--- src/rtl/bsg_manycore_mem_pkg.sv ---
// Shared types for the manycore local-memory port arbiter and its starvation arbiter.
package bsg_manycore_mem_pkg;

  // Request structs are sized for the widest supported port and sliced down by users.
  localparam int unsigned MemMaxDataWidth = 64;
  localparam int unsigned MemMaxMaskWidth = MemMaxDataWidth >> 3;
  localparam int unsigned MemMaxAddrWidth = 16;
  localparam int unsigned StarveCntWidth  = 4;

  // Bit positions inside the one-hot {net, core} grant / read-pending vectors
  localparam int unsigned GntNet  = 1;
  localparam int unsigned GntCore = 0;

  typedef struct packed {
    logic [MemMaxDataWidth-1:0] data;
    logic [MemMaxMaskWidth-1:0] mask;
    logic [MemMaxAddrWidth-1:0] addr;
    logic                       we;
  } mem_req_s;

  typedef enum logic [1:0] {
    SRC_NONE,
    SRC_NET,
    SRC_CORE
  } req_src_e;

  function automatic req_src_e grant_to_src(input logic [1:0] gnt);
    req_src_e src;
    src = SRC_NONE;
    if (gnt[GntNet]) begin
      src = SRC_NET;
    end else if (gnt[GntCore]) begin
      src = SRC_CORE;
    end
    return src;
  endfunction

endpackage

--- src/rtl/bsg_manycore_mem_starve_arb.sv ---
// Two-input priority arbiter (core over network) with a saturating starvation counter
// that forces a network grant after starve_limit_p consecutive losses.
module bsg_manycore_mem_starve_arb
  import bsg_manycore_mem_pkg::*;
#(
  parameter int unsigned starve_limit_p = 4,
  parameter int unsigned debug_p        = 0
) (
  input  logic       clk_i,
  input  logic       reset_i,
  input  logic       net_v_i,
  input  logic       core_v_i,
  output logic [1:0] grant_o,
  output logic       forced_o
);

  localparam logic [StarveCntWidth-1:0] StarveLimit = StarveCntWidth'(starve_limit_p);

  logic [StarveCntWidth-1:0] starve_cnt_q, starve_cnt_d;
  logic                      at_limit;

  assign at_limit = (starve_cnt_q == StarveLimit);

  always_comb begin
    grant_o      = '0;
    forced_o     = 1'b0;
    starve_cnt_d = starve_cnt_q;

    if (!reset_i) begin
      grant_o[GntNet]  = net_v_i & (~core_v_i | at_limit);
      grant_o[GntCore] = core_v_i & ~grant_o[GntNet];
      forced_o         = net_v_i & core_v_i & at_limit;

      // A losing network request can only lose to the core, so this is the "core won" leg.
      if (!net_v_i || grant_o[GntNet]) begin
        starve_cnt_d = '0;
      end else if (starve_cnt_q < StarveLimit) begin
        starve_cnt_d = starve_cnt_q + 1'b1;
      end
    end
  end

  always_ff @(posedge clk_i) begin
    if (reset_i) begin
      starve_cnt_q <= '0;
    end else begin
      starve_cnt_q <= starve_cnt_d;
    end
  end

  if (debug_p != 0) begin : g_debug
    always_ff @(posedge clk_i) begin
      if (!reset_i) begin
        assert (starve_cnt_q <= StarveLimit);
        assert (!(grant_o[GntNet] && grant_o[GntCore]));
      end
    end
  end

endmodule

--- src/rtl/bsg_manycore_mem_port_arb.sv ---
// Arbitrates network and core requests onto the single-port local SRAM and steers the
// 1-cycle read data back. Optional BSG_MANYCORE_MEM_PORT_STATS_EN adds grant counters.
module bsg_manycore_mem_port_arb
  import bsg_manycore_mem_pkg::*;
#(
  parameter int unsigned data_width_p   = 32,
  parameter int unsigned addr_width_p   = 10,
  parameter int unsigned starve_limit_p = 4,
  parameter int unsigned debug_p        = 0,
  localparam int unsigned mask_width_lp = data_width_p >> 3
) (
  input  logic                     clk_i,
  input  logic                     reset_i,

  input  logic                     net_v_i,
  output logic                     net_yumi_o,
  input  logic [data_width_p-1:0]  net_data_i,
  input  logic [mask_width_lp-1:0] net_mask_i,
  input  logic [addr_width_p-1:0]  net_addr_i,
  input  logic                     net_we_i,
  output logic                     net_returning_v_o,
  output logic [data_width_p-1:0]  net_returning_data_o,

  input  logic                     core_v_i,
  output logic                     core_yumi_o,
  input  logic [data_width_p-1:0]  core_data_i,
  input  logic [mask_width_lp-1:0] core_mask_i,
  input  logic [addr_width_p-1:0]  core_addr_i,
  input  logic                     core_we_i,
  output logic                     core_returning_v_o,
  output logic [data_width_p-1:0]  core_returning_data_o,

  output logic                     mem_v_o,
  output logic                     mem_w_o,
  output logic [addr_width_p-1:0]  mem_addr_o,
  output logic [data_width_p-1:0]  mem_data_o,
  output logic [mask_width_lp-1:0] mem_mask_o,
  input  logic [data_width_p-1:0]  mem_data_i
`ifdef BSG_MANYCORE_MEM_PORT_STATS_EN
  ,
  output logic [31:0]              stat_net_cnt_o,
  output logic [31:0]              stat_starve_cnt_o
`endif
);

  logic [1:0] gnt;
  logic       arb_forced;
  req_src_e   src;
  mem_req_s   net_req, core_req, sel_req;
  logic [1:0] rd_pending_q, rd_pending_d;

  bsg_manycore_mem_starve_arb #(
    .starve_limit_p(starve_limit_p),
    .debug_p       (debug_p)
  ) u_starve_arb (
    .clk_i   (clk_i),
    .reset_i (reset_i),
    .net_v_i (net_v_i),
    .core_v_i(core_v_i),
    .grant_o (gnt),
    .forced_o(arb_forced)
  );

  assign net_yumi_o  = gnt[GntNet];
  assign core_yumi_o = gnt[GntCore];
  assign src         = grant_to_src(gnt);

  always_comb begin
    net_req                         = '0;
    net_req.data[data_width_p-1:0]  = net_data_i;
    net_req.mask[mask_width_lp-1:0] = net_mask_i;
    net_req.addr[addr_width_p-1:0]  = net_addr_i;
    net_req.we                      = net_we_i;

    core_req                         = '0;
    core_req.data[data_width_p-1:0]  = core_data_i;
    core_req.mask[mask_width_lp-1:0] = core_mask_i;
    core_req.addr[addr_width_p-1:0]  = core_addr_i;
    core_req.we                      = core_we_i;
  end

  // Ungranted cycles drive an all-zero request so the SRAM pins stay quiet.
  always_comb begin
    sel_req = '0;
    unique case (src)
      SRC_NET:  sel_req = net_req;
      SRC_CORE: sel_req = core_req;
      default:  sel_req = '0;
    endcase
  end

  assign mem_v_o    = |gnt;
  assign mem_w_o    = sel_req.we;
  assign mem_addr_o = sel_req.addr[addr_width_p-1:0];
  assign mem_data_o = sel_req.data[data_width_p-1:0];
  assign mem_mask_o = sel_req.mask[mask_width_lp-1:0];

  // Padding bits above the configured widths are never routed anywhere.
  logic unused_sel_req;
  assign unused_sel_req = ^sel_req;

  always_comb begin
    rd_pending_d          = '0;
    rd_pending_d[GntNet]  = gnt[GntNet] & ~net_we_i;
    rd_pending_d[GntCore] = gnt[GntCore] & ~core_we_i;
  end

  always_ff @(posedge clk_i) begin
    if (reset_i) begin
      rd_pending_q <= '0;
    end else begin
      rd_pending_q <= rd_pending_d;
    end
  end

  // Gating with reset_i kills the return of a read granted just before reset.
  assign net_returning_v_o     = rd_pending_q[GntNet] & ~reset_i;
  assign core_returning_v_o    = rd_pending_q[GntCore] & ~reset_i;
  assign net_returning_data_o  = mem_data_i;
  assign core_returning_data_o = mem_data_i;

`ifdef BSG_MANYCORE_MEM_PORT_STATS_EN
  logic [31:0] stat_net_cnt_q, stat_starve_cnt_q;

  always_ff @(posedge clk_i) begin
    if (reset_i) begin
      stat_net_cnt_q    <= '0;
      stat_starve_cnt_q <= '0;
    end else begin
      if (gnt[GntNet]) begin
        stat_net_cnt_q <= stat_net_cnt_q + 32'd1;
      end
      if (arb_forced) begin
        stat_starve_cnt_q <= stat_starve_cnt_q + 32'd1;
      end
    end
  end

  assign stat_net_cnt_o    = stat_net_cnt_q;
  assign stat_starve_cnt_o = stat_starve_cnt_q;
`else
  logic unused_forced;
  assign unused_forced = arb_forced;
`endif

endmodule
--- config.mk ---
export PLATFORM = sky130hd
export DESIGN_NAME = bsg_manycore_mem_port_arb
export DESIGN_NICKNAME = d
export VERILOG_FILES = /design/src/rtl/bsg_manycore_mem_pkg.sv /design/src/rtl/bsg_manycore_mem_starve_arb.sv /design/src/rtl/bsg_manycore_mem_port_arb.sv
export SDC_FILE = /design/constraint.sdc
export NUM_CORES = 1
export LEC_CHECK = 0
export CAP_MARGIN = 10
export CORE_AREA = 2 2 95 97
export DETAILED_ROUTE_END_ITERATION = 10
export DIE_AREA = 0 0 97 99
export GPL_TIMING_DRIVEN = 1
export MAX_ROUTING_LAYER = met4
export SLEW_MARGIN = 20
export SYNTH_ARGS = -nofsm -noshare
export SYNTH_HDL_FRONTEND = slang
export SYNTH_SLANG_ARGS = --single-unit
export TNS_END_PERCENT = 10
--- constraint.sdc ---
create_clock -name clk_i -period 2.7 [get_ports clk_i]
set_clock_uncertainty 0.2 [all_clocks]
set_input_delay 0.27 -clock clk_i [delete_from_list [all_inputs] [get_ports clk_i]]
set_output_delay 0.27 -clock clk_i [all_outputs]
set_load 0.02 [all_outputs]
### Yosys cells after proc, flatten, opt, wreduce, memory -nomap -nowiden

Cells that the tools add are included.

| operators by class | value |
|---|---|
| add/subtract/negate cells | 1 |
| order comparisons | 1 |
| eq/ne operators | 3 |
| mux-type cells | 4 |
| bitwise gates (word level) | 12 |
| reductions and logical operators | 4 |

Operators with widths:

| kind | count |
|---|---|
| $pmux 57 s2 | 1 |
| $and 1x1->1 | 6 |
| $mux 2 | 3 |
| $not 1->1 | 5 |
| $add 4x1->4 const B | 1 |
| $eq 4x3->1 const B | 1 |
| $lt 4x3->1 const B | 1 |
| $reduce_or 2->1 | 2 |
| $eq 2x1->1 const B | 1 |
| $eq 2x2->1 const B | 1 |
| $logic_not 1->1 | 1 |
| $logic_or 1x1->1 | 1 |
| $or 1x1->1 | 1 |

| word-level totals | value |
|---|---|
| register bits after elaboration | 6 |
| bits of input ports | 130 |
| output and inout port bits | 116 |
| word-level logic and storage cells | 27 |

### Longest topological paths before layout

Gate-level depths: netlist (run 1).

| logic depth | value |
|---|---|
| word-level depth | 10 |
| gate-level depth with buffers | 7 |
| gate-level depth less buffers | 5 |

### Modules after synthesis

A second synthesis (run 1) with hierarchy kept.

| second synthesis, totals | value |
|---|---|
| cell total of the unflattened synthesis | 159 |
| area, all modules | 1350.0 um^2 |

Modules (own cells, without submodules):

| module | times used | cells each | area each (um^2) | seq. area each (um^2) |
|---|---|---|---|---|
| bsg_manycore_mem_port_arb | 1 | 132 | 1116.1 | 40.0 |
| bsg_manycore_mem_starve_arb | 1 | 27 | 234.0 | 80.1 |

### Least setup slack after synthesis (run 1)

No wires, ideal clock.

| timing path | value |
|---|---|
| kind | flip-flop to output port |
| start point | reg u_starve_arb.starve_cnt_q[0] |
| end point | out mem_addr_o[2] |
| arrival | 1.373 ns |
| data required time | 2.230 ns |
| path slack | 0.857 ns |
| cell stages (with the launch flop) | 7 |
| buffers on the path | 2 |
| path through | dfxtp_1 -> inv_1 -> ha_1 -> a41oi_2 -> buf_4 -> buf_4 -> a22o_1 |

| between the ends | value |
|---|---|
| word-level cells in the longest chain between the ends | 10 |
| elaborated cells between the ends (all ways) | 11 |
| classes of those cells | 3 x eq/ne; 4 x mux; 4 x bitwise |

Ends and longest elaborated chain:

| element | RTL line | text |
|---|---|---|
| start, declared | bsg_manycore_mem_starve_arb.sv:19 | `logic [StarveCntWidth-1:0] starve_cnt_q, starve_cnt_d;` |
| start signal, assigned | bsg_manycore_mem_starve_arb.sv:47 | `starve_cnt_q <= starve_cnt_d;` |
| $eq 4x3->1 * | bsg_manycore_mem_starve_arb.sv:22 | `assign at_limit = (starve_cnt_q == StarveLimit);` |
| $or 1x1->1 * | bsg_manycore_mem_starve_arb.sv:30 | `grant_o[GntNet] = net_v_i & (~core_v_i \| at_limit);` |
| $and 1x1->1 * | bsg_manycore_mem_starve_arb.sv:30 |  |
| $not 1->1 | bsg_manycore_mem_starve_arb.sv:31 | `grant_o[GntCore] = core_v_i & ~grant_o[GntNet];` |
| $and 1x1->1 | bsg_manycore_mem_starve_arb.sv:31 |  |
| $mux 2 * | bsg_manycore_mem_starve_arb.sv:29 | `if (!reset_i) begin` |
| $mux 2 | bsg_manycore_mem_pkg.sv:32 | `end else if (gnt[GntCore]) begin` |
| $mux 2 * | bsg_manycore_mem_pkg.sv:30 | `if (gnt[GntNet]) begin` |
| $eq 2x2->1 or $eq 2x1->1 (tied branches) | bsg_manycore_mem_port_arb.sv:85 | `unique case (src)` |
| $pmux 57 s2 * | bsg_manycore_mem_port_arb.sv:85 |  |
| end, declared | bsg_manycore_mem_port_arb.sv:35 | `output logic [addr_width_p-1:0] mem_addr_o,` |

Mark *: on every way between the ends. The rest lies on a longest branch, timed or not.

### Final worst setup path (run 1)

| timing path | value |
|---|---|
| start point | reg u_starve_arb.starve_cnt_q[0] |
| end point | out net_yumi_o |

| between the ends | value |
|---|---|
| word-level cells in the longest chain between the ends | 4 |

Ends and longest elaborated chain:

| element | RTL line | text |
|---|---|---|
| $eq 4x3->1 | bsg_manycore_mem_starve_arb.sv:22 |  |
| $or 1x1->1 | bsg_manycore_mem_starve_arb.sv:30 |  |
| $and 1x1->1 | bsg_manycore_mem_starve_arb.sv:30 |  |
| $mux 2 | bsg_manycore_mem_starve_arb.sv:29 |  |
| end, declared | bsg_manycore_mem_port_arb.sv:16 | `output logic net_yumi_o,` |

Every way passes these cells.

==> results of run 1 <==
-- sequential cells by signal, summed over array words and instances (netlist names) --
signal                     count
u_starve_arb.starve_cnt_q      4
rd_pending_q                   2
-- logic make-up (layout without fill, tap and decap cells) --
group | count (synthesis) | after routing | share of synthesized area
xor+xnor | 1 | 1 | 0.00706
flops | 6 | 6 | 0.0968
mux | 1 | 1 | 0.00806
compound gates | 50 | 50 | 0.356
buf+inv | 77 | 162 | 0.448
simple gates | 15 | 15 | 0.0645
fa+ha+maj | 2 | 2 | 0.0202
-- placed cells by master, fill, tap and decap left out --
cell and instances:
a21oi_1 1, a21oi_4 1, a22o_1 47, a41oi_4 1, buf_12 4, buf_4 4
clkbuf_8 3, clkdlybuf4s50_1 102, dfxtp_1 6, dlygate4sd2_1 25, dlymetal6s2s_1 21, ha_1 2
inv_1 3, mux2i_1 1, nand2_1 1, nand2b_1 2, nand3b_1 1, nor2_1 3
nor2b_1 4, nor3_1 4, xnor2_1 1
-- power by group --
part | switching, mW | internal [mW] | total [mW]
Combinational | 0.138 | 0.222 | 0.360
Clock | 0.0394 | 0.0959 | 0.135
Sequential | 0.000887 | 0.0909 | 0.0918
-- final timing paths --
| check | start | to | slack [ns] | depth (start not counted) |
|---|---|---|---|---|
| max | u_starve_arb.starve_cnt_q[0]$_SDFFE_PP0N_ | net_yumi_o | 0.15 | 6 |
| min | mem_data_i[13] | core_returning_data_o[13] | 0.34 | 0 |
| max reg2reg | u_starve_arb.starve_cnt_q[0]$_SDFFE_PP0N_ | rd_pending_q[1]$_SDFF_PP0_ | 1.08 | 6 |
| min reg2reg | u_starve_arb.starve_cnt_q[1]$_SDFFE_PP0N_ | u_starve_arb.starve_cnt_q[1]$_SDFFE_PP0N_ | 0.34 | 2 |
-- layer usage --
layer  wire length (um)  share of wire  up-vias
met5                  0              0        -
li1                   -              -      655
met4                170          0.036        0
met3                551           0.12       25
met2               2340           0.49      110
met1               1680           0.35      613
-- worst register-to-register path, delay by kind of cell (launching register included) --
family	cells	cell delay, ns
compound gates	1	0.24
fa+ha+maj	1	0.22
flops	1	0.32
buf+inv	2	0.26
simple gates	2	0.32
-- cells in the mapped netlist --
cell | count | area share
dfxtp_1 | 6 | 0.097
nor2b_1 | 4 | 0.020
nor3_1 | 4 | 0.016
nand2b_1 | 2 | 0.010
buf_6 | 1 | 0.0091
nand2_1 | 1 | 0.0030
a22o_1 | 47 | 0.33
inv_1 | 3 | 0.0091
a41oi_2 | 1 | 0.013
a21oi_2 | 1 | 0.0071
nand3b_1 | 1 | 0.0061
mux2i_1 | 1 | 0.0081
a21oi_1 | 1 | 0.0040
ha_1 | 2 | 0.020
buf_2 | 6 | 0.024
xnor2_1 | 1 | 0.0071
buf_4 | 67 | 0.41
nor2_1 | 3 | 0.0091
-- layout make-up --
class / count / area, um2 / share of cell area
flip-flops and latches: 6 / 120 / 0.0480
clock buffers: 3 / 41.3 / 0.0165
multi-input cells: 69 / 584 / 0.233
well taps: 108 / 135 / 0.0539
repair buffers: 156 / 1610 / 0.644
inverters: 3 / 11.3 / 0.00450
-- per-stage QoR --
| step | total power, mW | util | cell area, um2 |
|---|---|---|---|
| floorplan | 0.360 | - | 1240 |
| global placement | 0.473 | 0.286 | 2440 |
| detailed placement | 0.477 | 0.286 | 2440 |
| CTS | 0.600 | 0.287 | 2450 |
| global route | 0.617 | 0.293 | 2500 |
| finish | 0.587 | 0.293 | 2500 |
-- what timing repair did --
item	in CTS	in global routing
pin swaps	1	0
buffers inserted	0	0
gates resized for setup	25	21
endpoints found under the setup margin	31	21
==> impl_metrics.toml, run 1 <==
[outcome]
status = "complete, no violations"

[layout]
fin_nets = 371
diodes = 0
fillers = 912
final_layout_size_suffix_gt1_frac = 0.0549
fin_cells = 345
area_delta_synth_final_pct = 102

[clock_network]
clockBufferDepth = 2
clock-sinks = 6
cts_tree = "done"
clock_latency_ns = 0.22
cts_inserted_buffers = 3
clk_pin_slew_ns = 0.04
cts_root_buf = "clkbuf_8"
cts.htree.levels = 1
cts_hold_buf = 0

[grt]
grt_pass1_vias = 1555
overflow = 0
grtUsageTotal = 0.0923
antenna_found_initial = 0
grtUsageMet3 = 0.0298
grt_busiest_layer = "met2"
grt_pass1_wl_mm = 7.28
met1_usage = 0.0933
use_met2 = 0.159
grt_max_degree = 31

[worst_setup_path]
end_kind = "primary output"
cpMaxStageDelayCell = "clkdlybuf4s50_1"
criticalPathCategory = "reg -> out"
path_cells = "inv_1, ha_1, nand3b_1, a21oi_4, buf_12, clkdlybuf4s50_1"
required_ns = 2.23
crit_family = "buffers and inverters"
worstPathArrival_ns = 2.08
startpoint_type = "register"
worst-path-buf-inv = 3
slowest_delay_ns = 0.63
crit_fanout = 30

[synthesis]
syn_inst = 152
syn_area_um2 = 1240
ys_warn_count = 0
syn_avg_cell_area_um2 = 8.17
syn_nets = 284
yosysSeqAreaShare = 0.0968
yosysUniqueCellTypes = 18
synth-seq-cells = 6

[floorplan]
core_area_um2 = 8550
die_width_um = 97
initial_core_util = 0.145
dieArea_um2 = 9600
io_pins = 246
rows = 34
die_h_um = 99

[route]
wl_mm = 4.74
vias = 1403
via_per_inst = 4.07
wire_per_inst_um = 13.7
drt_iter0_markers = 37
drc = 0
dr.pass1.iters = 4
ant_nets = 0

[timing]
max_freq_mhz = 393
rsz0062_at_grt = "no"
finalHoldViolations = 0
slew_headroom = 0.820
fin_crit_sh = 0.943
setup_viol = 0
fin_ws_ns = 0.154
finalSetupTns_ns = 0
tightest_slew_ns = 0.269
slew_violations = 0
hold_slack_ns = 0.340
finalCriticalPeriod_ns = 2.55

[placement]
place_inst = 342
hpwlAfterDp_mm = 3.85
portBuffers = 149
place_congestion = 0.717
pre_cts_slack_ns = 0.0308

[power]
leakagePower_nw = 1.34
power.density_nw_per_um2 = 234
ir_drop_mv = 0.152

[hold_path]
holdCritPathClass = "in -> out"

[run]
maxCapViolCount = 0
Note: power is estimated with default switching activity, not from simulation.
==> run 2: changes to the inputs <==
==> constraint.sdc (replaced) <==
create_clock -name clk_i -period 2.7 [get_ports clk_i]
set_clock_uncertainty 0.2 [all_clocks]
set_input_delay 0.54 -clock clk_i [delete_from_list [all_inputs] [get_ports clk_i]]
set_output_delay 0.54 -clock clk_i [all_outputs]
set_load 0.02 [all_outputs]
==> impl_metrics.toml, run 2 (synthesis results as in run 1) <==
[timing]
max_freq_mhz = 371
finalHoldViolations = 0
slew_headroom = 0.842
slew_violations = 0
tightest_slew_ns = 0.236
rsz0062_at_grt = "yes"
setup_viol = 0
finalSetupTns_ns = 0
fin_ws_ns = 0.00341
finalCriticalPeriod_ns = 2.70
fin_crit_sh = 0.999

[grt]
overflow = 0
grt_pass1_wl_mm = 7.24
antenna_found_initial = 0
grt_pass1_vias = 1474
grt_max_degree = 31
grtUsageTotal = 0.0946

[layout]
fin_nets = 383
final_cell_mix = "clkdlybuf4s50_1 (98), a22o_1 (47), buf_4 (38), buf_2 (19), dfxtp_1 (6)"
diodes = 0
layout_commonest_cell = "clkdlybuf4s50_1"
top_register = "u_starve_arb.starve_cnt_q"
final_core_util = 0.290
final_layout_size_suffix_gt1_frac = 0.297
top_regs = "u_starve_arb.starve_cnt_q (4), rd_pending_q (2)"
largest_register_ffs = 4
area_delta_synth_final_pct = 99.6

[worst_setup_path]
cpMaxStageDelayCell = "clkdlybuf4s50_1"
startpoint_type = "input port"
required_ns = 1.96
reg2reg_slack_ns = 1.11
worstPathArrival_ns = 1.96
rr_worst_depth = 7
crit_top_cell = "buf_12"
end_kind = "primary output"
slowest_delay_ns = 0.50
crit_fanout = 19
criticalPathCategory = "in -> out"
path_cells = "clkdlybuf4s50_1, nand2b_1, a21oi_4, buf_12, buf_12, a22o_1, buf_4"
r2r_end = "rd_pending_q[1]$_SDFF_PP0_"
r2r_start = "u_starve_arb.starve_cnt_q[0]$_SDFFE_PP0N_"

[power]
pwr-share-clk = 0.229
power.density_nw_per_um2 = 245
switchingPower_uw = 188
ir_drop_mv = 0.195
combPwrFrac = 0.620
leakagePower_nw = 1.11
internal-power_uw = 418
seqPwrFrac = 0.151
switching_share = 0.310

[clock_network]
cts_inserted_buffers = 3
cts_root_buf = "clkbuf_8"
cts.htree.levels = 1
cts_hold_buf = 0
cts_tree = "done"
clock-sinks = 6
clk_pin_slew_ns = 0.04
clock_latency_ns = 0.23
clockBufferDepth = 2

[placement]
pre_cts_slack_ns = -0.465
hpwlAfterDp_mm = 3.88
place_congestion = 0.675
portBuffers = 149

[floorplan]
core_area_um2 = 8550
rows = 34
die_h_um = 99
dieArea_um2 = 9600
die_width_um = 97
initial_core_util = 0.145
io_pins = 246

[hold_path]
holdPathEnd = "u_starve_arb.starve_cnt_q[3]$_SDFFE_PP0N_"
holdCritPathClass = "reg -> reg"
hp-start = "u_starve_arb.starve_cnt_q[3]$_SDFFE_PP0N_"
hold_depth = 2

[route]
dr.pass1.iters = 4
wl_mm = 5.07
ant_nets = 0
vias = 1423
drc = 0
via_per_inst = 3.99
drt_iter0_markers = 36
wire_per_inst_um = 14.2

[outcome]
status = "complete, no violations"

[run]
maxCapViolCount = 0
==> run 2: cell types whose count changed in the layout (fill, tap and decap cells not counted), sizes merged <==
cell / before / now
dlygate4sd2: 25 / 0
clkdlybuf4s15: 0 / 1
dlymetal6s2s: 21 / 2
buf: 8 / 65
clkbuf: 3 / 5
clkdlybuf4s50: 102 / 98
==> run 2: power by group through the flow <==
stage	clock network [mW]	logic, mW	registers (mW)
global placement	0	0.384	0.0927
floorplan	0	0.267	0.0930
detailed placement	0	0.386	0.0929
finish	0.139	0.375	0.0915
CTS	0.144	0.363	0.0915
global route	0.152	0.396	0.0917
==> run 2: area by class of cell <==
class,count,area (um2)
clock buffer,3,41.3
inverter,3,11.3
sequential,6,120
timing repair buffer,168,1580
tap,108,135
multi-input combinational,69,592
fill,926,6070
==> run 2: per-layer routing <==
metal	up-vias	wire, um	GRT usage
li1	681	-	-
met5	-	0	-
met2	99	2530	0.161
met1	617	1820	0.0933
met4	0	201	0.0607
met3	26	510	0.0305
==> run 2: critical path, delay by kind of cell <==
family | cells | cell delay [ns]
and+or+nand+nor | 1 | 0.18
AOI/OAI and AO/OA | 2 | 0.29
buffers and inverters | 4 | 0.94
==> run 2: metrics by stage <==
step	instances	hold WS, ns	instance area (um2)	power (mW)
after floorplan	152	0.285	1240	0.360
after global placement	347	0.343	2480	0.477
after detailed placement	347	0.345	2480	0.479
after CTS	354	0.350	2410	0.599
after global routing	357	0.392	2480	0.640
final	357	0.343	2480	0.606
==> run 2: worst max path at each step <==
stage                  from        endpoint  slack, ns  depth (start not counted)
floorplan           reset_i   mem_addr_o[2]       0.53                          5
global placement    reset_i  mem_data_o[28]      -0.46                          6
detailed placement  reset_i  mem_data_o[28]      -0.47                          6
CTS                 reset_i  mem_data_o[28]      -0.15                          7
global route        reset_i   mem_addr_o[4]      -0.04                          7
finish              reset_i   mem_addr_o[4]      0.003                          7
==> run 2: timing repair <==
item                                    4_1_cts  5_1_grt
pin swaps                                     0        1
endpoints found under the setup margin       48       50
resized for setup                           178       44
gates cloned                                  1        2
buffers inserted                              3        1
